### config.mk
export PLATFORM = sky130hd
export DESIGN_NAME = instr_fetch_unit
export DESIGN_NICKNAME = d
export VERILOG_FILES = /design/src/rtl/riscuin_pkg.sv /design/src/rtl/fetch_fifo.sv /design/src/rtl/instr_fetch_unit.sv
export SDC_FILE = /design/constraint.sdc
export NUM_CORES = 1
export LEC_CHECK = 0
export BUFFER_PORTS_ARGS = -buffer_cell sky130_fd_sc_hd__clkbuf_2
export CORE_MARGIN = 2
export CORE_UTILIZATION = 55
export CTS_CLUSTER_SIZE = 10
export DETAILED_ROUTE_END_ITERATION = 10
export PLACE_DENSITY = 0.74
export SYNTH_ARGS = -nofsm -noshare
export SYNTH_HDL_FRONTEND = slang
export SYNTH_HIERARCHICAL = 1
export SYNTH_SLANG_ARGS = --single-unit
### constraint.sdc
create_clock -name clk -period 11.9 [get_ports clk]
set_input_delay 3.57 -clock clk [delete_from_list [all_inputs] [get_ports clk]]
set_output_delay 3.57 -clock clk [all_outputs]
set_load 0.005 [all_outputs]
### src/rtl/riscuin_pkg.sv
// Shared definitions for the RISCuin instruction fetch front end.
package riscuin_pkg;

  localparam int unsigned INSTR_ADDR_WIDTH_DEF = 10;
  localparam logic [31:0] NOP_INSTR            = 32'h0000_0013;

  // Fixed-width pc field so the entry type serves any address width up to 32.
  localparam int unsigned PC_FIELD_W = 32;

  typedef struct packed {
    logic [PC_FIELD_W-1:0] pc;
    logic [31:0]           instr;
  } fetch_entry_t;

endpackage

### src/rtl/fetch_fifo.sv
// Synchronous storage FIFO with flush; DEPTH must be a power of two.
module fetch_fifo #(
  parameter int unsigned WIDTH = 32,
  parameter int unsigned DEPTH = 4
) (
  input  logic                     clk,
  input  logic                     rst,
  input  logic                     push_i,
  input  logic                     pop_i,
  input  logic                     flush_i,
  input  logic [WIDTH-1:0]         data_i,
  output logic [WIDTH-1:0]         head_o,
  output logic [$clog2(DEPTH):0]   count_o,
  output logic                     empty_o
);

  localparam int unsigned PW = $clog2(DEPTH);

  logic [WIDTH-1:0] mem_q [DEPTH];
  logic [PW-1:0]    rd_ptr_q, rd_ptr_d;
  logic [PW-1:0]    wr_ptr_q, wr_ptr_d;
  logic [PW:0]      count_q, count_d;
  logic             full, do_push, do_pop;

  assign empty_o = (count_q == '0);
  assign full    = (count_q == (PW+1)'(DEPTH));
  assign do_pop  = pop_i && !empty_o;
  assign do_push = push_i && (!full || do_pop);
  assign head_o  = mem_q[rd_ptr_q];
  assign count_o = count_q;

  always_comb begin
    rd_ptr_d = rd_ptr_q;
    wr_ptr_d = wr_ptr_q;
    count_d  = count_q;
    if (flush_i) begin
      rd_ptr_d = '0;
      wr_ptr_d = '0;
      count_d  = '0;
    end else begin
      if (do_pop)  rd_ptr_d = rd_ptr_q + PW'(1);
      if (do_push) wr_ptr_d = wr_ptr_q + PW'(1);
      count_d = count_q + (PW+1)'(do_push) - (PW+1)'(do_pop);
    end
  end

  always_ff @(posedge clk) begin
    if (rst) begin
      rd_ptr_q <= '0;
      wr_ptr_q <= '0;
      count_q  <= '0;
    end else begin
      rd_ptr_q <= rd_ptr_d;
      wr_ptr_q <= wr_ptr_d;
      count_q  <= count_d;
    end
  end

  always_ff @(posedge clk) begin
    if (do_push && !flush_i) mem_q[wr_ptr_q] <= data_i;
  end

endmodule

### src/rtl/instr_fetch_unit.sv
// Decoupled instruction fetcher: credit-limited requests, in-order prefetch queue, redirect flush.
// Optional IFU_PERF_COUNT_EN adds perf_fetched / perf_flushed event counters.
module instr_fetch_unit
  import riscuin_pkg::*;
#(
  parameter int unsigned                 INSTR_ADDR_WIDTH = INSTR_ADDR_WIDTH_DEF,
  parameter int unsigned                 DEPTH            = 4,
  parameter logic [INSTR_ADDR_WIDTH-1:0] RESET_PC         = '0
) (
  input  logic                        clk,
  input  logic                        rst,
  output logic                        imem_req,
  output logic [INSTR_ADDR_WIDTH-1:0] imem_addr,
  input  logic                        imem_ack,
  input  logic                        imem_rvalid,
  input  logic [31:0]                 imem_rdata,
  output logic                        instr_valid,
  output logic [31:0]                 instr,
  output logic [INSTR_ADDR_WIDTH-1:0] instr_pc,
  input  logic                        instr_ready,
  input  logic                        redirect,
  input  logic [INSTR_ADDR_WIDTH-1:0] redirect_pc,
  output logic                        pc_end
`ifdef IFU_PERF_COUNT_EN
  ,
  output logic [31:0]                 perf_fetched,
  output logic [31:0]                 perf_flushed
`endif
);

  localparam int unsigned AW = INSTR_ADDR_WIDTH;
  localparam int unsigned CW = $clog2(DEPTH) + 1;
  localparam logic [AW-1:0] PC_MAX = '1;
  localparam logic [AW-1:0] PC_ONE = AW'(1);

  logic [AW-1:0] fetch_pc_q, fetch_pc_d;
  logic [AW-1:0] rsp_pc_q, rsp_pc_d;
  logic          pc_end_q, pc_end_d;
  logic [CW-1:0] outst_q, outst_d;
  logic [CW-1:0] discard_q, discard_d;
  logic          run_q;

  logic [CW-1:0]   occ;
  logic [CW+1:0]   credit_used;
  logic            fifo_empty;
  logic            issue, pop, push, rsp_drop;
  fetch_entry_t    push_entry, head;
  logic [PC_FIELD_W-1:0] unused_head_pc;

  // Discarded slots still hold credit until their stale response arrives.
  assign credit_used = (CW+2)'(occ) + (CW+2)'(outst_q) + (CW+2)'(discard_q);
  assign imem_req    = run_q && !pc_end_q && (credit_used < (CW+2)'(DEPTH));
  assign imem_addr   = fetch_pc_q;
  assign issue       = imem_req && imem_ack;

  assign instr_valid = !fifo_empty;
  assign pop         = instr_valid && instr_ready;
  assign rsp_drop    = imem_rvalid && (discard_q != '0);
  assign push        = imem_rvalid && (discard_q == '0) && !redirect;

  assign push_entry = '{pc: PC_FIELD_W'(rsp_pc_q), instr: imem_rdata};

  fetch_fifo #(
    .WIDTH ($bits(fetch_entry_t)),
    .DEPTH (DEPTH)
  ) u_fifo (
    .clk     (clk),
    .rst     (rst),
    .push_i  (push),
    .pop_i   (pop),
    .flush_i (redirect),
    .data_i  (push_entry),
    .head_o  (head),
    .count_o (occ),
    .empty_o (fifo_empty)
  );

  assign unused_head_pc = head.pc;
  assign instr          = instr_valid ? head.instr : '0;
  assign instr_pc       = instr_valid ? head.pc[AW-1:0] : '0;
  assign pc_end         = pc_end_q;

  always_comb begin
    fetch_pc_d = fetch_pc_q;
    rsp_pc_d   = rsp_pc_q;
    pc_end_d   = pc_end_q;
    outst_d    = outst_q;
    discard_d  = discard_q;
    if (redirect) begin
      fetch_pc_d = redirect_pc;
      rsp_pc_d   = redirect_pc;
      pc_end_d   = 1'b0;
      outst_d    = '0;
      // Everything memory still owes becomes stale, including this cycle's issue.
      discard_d  = discard_q + outst_q + CW'(issue) - CW'(imem_rvalid);
    end else begin
      if (issue) begin
        if (fetch_pc_q == PC_MAX) pc_end_d   = 1'b1;
        else                      fetch_pc_d = fetch_pc_q + PC_ONE;
      end
      outst_d   = outst_q + CW'(issue) - CW'(push);
      discard_d = discard_q - CW'(rsp_drop);
      if (push) rsp_pc_d = rsp_pc_q + PC_ONE;
    end
  end

  always_ff @(posedge clk) begin
    if (rst) begin
      fetch_pc_q <= RESET_PC;
      rsp_pc_q   <= RESET_PC;
      pc_end_q   <= 1'b0;
      outst_q    <= '0;
      discard_q  <= '0;
      run_q      <= 1'b0;
    end else begin
      fetch_pc_q <= fetch_pc_d;
      rsp_pc_q   <= rsp_pc_d;
      pc_end_q   <= pc_end_d;
      outst_q    <= outst_d;
      discard_q  <= discard_d;
      run_q      <= 1'b1;
    end
  end

`ifdef IFU_PERF_COUNT_EN
  logic [31:0] perf_fetched_q, perf_flushed_q;
  logic [CW:0] flush_n;

  always_comb begin
    flush_n = '0;
    if (redirect) flush_n = (CW+1)'(occ) - (CW+1)'(pop) + (CW+1)'(imem_rvalid);
    else          flush_n = (CW+1)'(rsp_drop);
  end

  always_ff @(posedge clk) begin
    if (rst) begin
      perf_fetched_q <= '0;
      perf_flushed_q <= '0;
    end else begin
      perf_fetched_q <= perf_fetched_q + 32'(push);
      perf_flushed_q <= perf_flushed_q + 32'(flush_n);
    end
  end

  assign perf_fetched = perf_fetched_q;
  assign perf_flushed = perf_flushed_q;
`endif

endmodule

==> impl_metrics.json <==
{
  "critPathRequiredTime_ns": 8.33,
  "crit_fanout": 10,
  "cp_slowest_cell": "fa_1",
  "finClkSkew_ns": 0.0141,
  "grt_pass1_vias": 5216,
  "grt_max_degree": 43,
  "path_cells": "inv_1 > fa_1 > inv_1 > ha_1 > or3b_1 > o22a_1 > and2_1 > clkbuf_2",
  "startpoint_type": "flop",
  "crit_buf_inv": 3,
  "startpoint": "discard_q[2]$_SDFF_PP0_",
  "fmax_mhz": 153,
  "drive_gt1_share_pct": 29.5,
  "intPower_mw": 1.27,
  "avgSynthCellArea_um2": 16.5,
  "cts-root-buf": "clkbuf_16",
  "drtIter0Drc": 423,
  "cp_common_cell": "inv_1",
  "cts-buffers-inserted": 24,
  "cap_violations": 0,
  "syn_area_um2": 8620,
  "peakVddDrop_v": 0.000110,
  "synth_nets": 593,
  "cts_tree": "built",
  "num_rows": 45,
  "worstSkewPairLatency_ns": 0.50,
  "first_pass_iters": 6,
  "diodes": 0,
  "slowest_delay_ns": 0.51,
  "worst_pin_slew_ns": 0.891,
  "hold_path.startpoint": "u_fifo/wr_ptr_q[0]$_SDFFE_PP0P_",
  "worst_path_dominant_cell_family": "adder cells",
  "worst-setup-path-type": "flop to output port",
  "dieArea_um2": 16700,
  "dieWidth_um": 129,
  "setup_viol": 0,
  "post-route-period-util_pct": 54.8,
  "grt_pass1_wl_um": 26800,
  "switching_share_pct": 22.8,
  "hp-class": "flop to flop",
  "relSlewSlack_pct": 40.3,
  "antenna_found_initial": 0,
  "status": "complete, no violations",
  "numPortBuffers": 102,
  "die_h_um": 129,
  "vias_per_cell": 5.66,
  "hold_viol": 0,
  "slew_viol_final": 0,
  "area_growth_pct": 16.9,
  "p_sw_uw": 375,
  "drc_errors": 0,
  "cts_hold_buf": 0,
  "nets": 704,
  "place.gp.congestion": 0.911,
  "fin_crit_ns": 6.52,
  "ys_warn_count": 6,
  "cts_post_setup_buffers_inserted": 0,
  "crit_path_end_kind": "output port",
  "track_usage_pct": 20.6,
  "combinationalPowerShare_pct": 10.2,
  "antenna_left": 0,
  "drt-total-wl_um": 16800,
  "power_density_nw_per_um2": 163,
  "p_seq_share_pct": 50.3,
  "mostFrequentLayoutCells": "edfxtp_1 (168), clkbuf_2 (102), nor2b_1 (47)",
  "clk_pin_slew_ns": 0.05,
  "cts_buffer_depth": 3,
  "start_util_pct": 56.5,
  "detailed_place_hpwl_um": 10700,
  "cts_sinks": 205,
  "cp.arrival_ns": 2.95,
  "core_um2": 15300,
  "vias": 4875,
  "holdWs_ns": 0.508,
  "total_leakage_power_nw": 3.49,
  "ios": 103,
  "rsz0062_at_grt": "no",
  "finalSetupTns_ns": 0,
  "power.share.clock_pct": 39.5,
  "finish.utilization_pct": 66.1,
  "layout.cells.most_common": "edfxtp_1",
  "syn_inst": 522,
  "ctsHtreeMaxLevel": 1,
  "routedWlPerCell_um": 19.5,
  "cts_resized": 0,
  "overflow": 0,
  "r2r_start": "u_fifo/count_o[1]$_SDFF_PP0_"
}
## worst paths after layout
path | to | slack (ns) | depth (start not counted)
setup / recovery | imem_req | 5.38 | 8
hold reg to reg | u_fifo/wr_ptr_q[0]$_SDFFE_PP0P_ | 0.51 | 2
hold / removal | u_fifo/wr_ptr_q[0]$_SDFFE_PP0P_ | 0.51 | 2
setup reg to reg | outst_q[2]$_SDFF_PP0_ | 7.90 | 14
## flip-flops by register name (all words and copies together), names as in the netlist, named ones only
register         count
discard_q            3
u_fifo/rd_ptr_q      2
u_fifo/mem_q       168
pc_end               1
outst_q              3
run_q                1
u_fifo/wr_ptr_q      2
imem_addr           10
rsp_pc_q            10
u_fifo/count_o       3
## through the flow
step                setup slack (ns)  std cells  cell area (um^2)  power [mW]
CTS                             5.35        862             10100        1.66
global placement                5.48        818              9380        1.00
floorplan                       3.86        522              8620       0.951
detailed placement              5.36        818              9380        1.01
finish                          5.38        862             10100        1.64
global route                    5.14        862             10100        1.71
## worst min-delay path, cell delays in order, from the launching register on
cell and delay, ns:
dfxtp_1 0.34, nand2_1 0.07, mux2i_1 0.05
## power by group through the flow
stage	combinational, mW	clock (mW)	sequential, mW
6_report	0.168	0.648	0.826
5_1_grt	0.191	0.693	0.830
4_1_cts	0.171	0.660	0.826
3_5_place_dp	0.170	0	0.841
3_3_place_gp	0.163	0	0.839
2_1_floorplan	0.115	0	0.836
## layout make-up
type,count,area (um^2)
Multi-Input combinational cell,270,2670
Timing Repair Buffer,110,571
Sequential cell,205,5790
Inverter,22,82.6
Fill cell,1054,5180
Clock buffer,42,689
Clock inverter,2,8.76
Tap cell,211,264
## metal layers
layer  vias up  global-route usage, %  wire length, um
met5         -                      0                0
met4         0                   5.37              240
met3        23                   4.05             1020
met2       144                   36.3             8530
met1      2458                   26.5             7040
li1       2250                      -                -
Power figures use the tool's default switching activity.
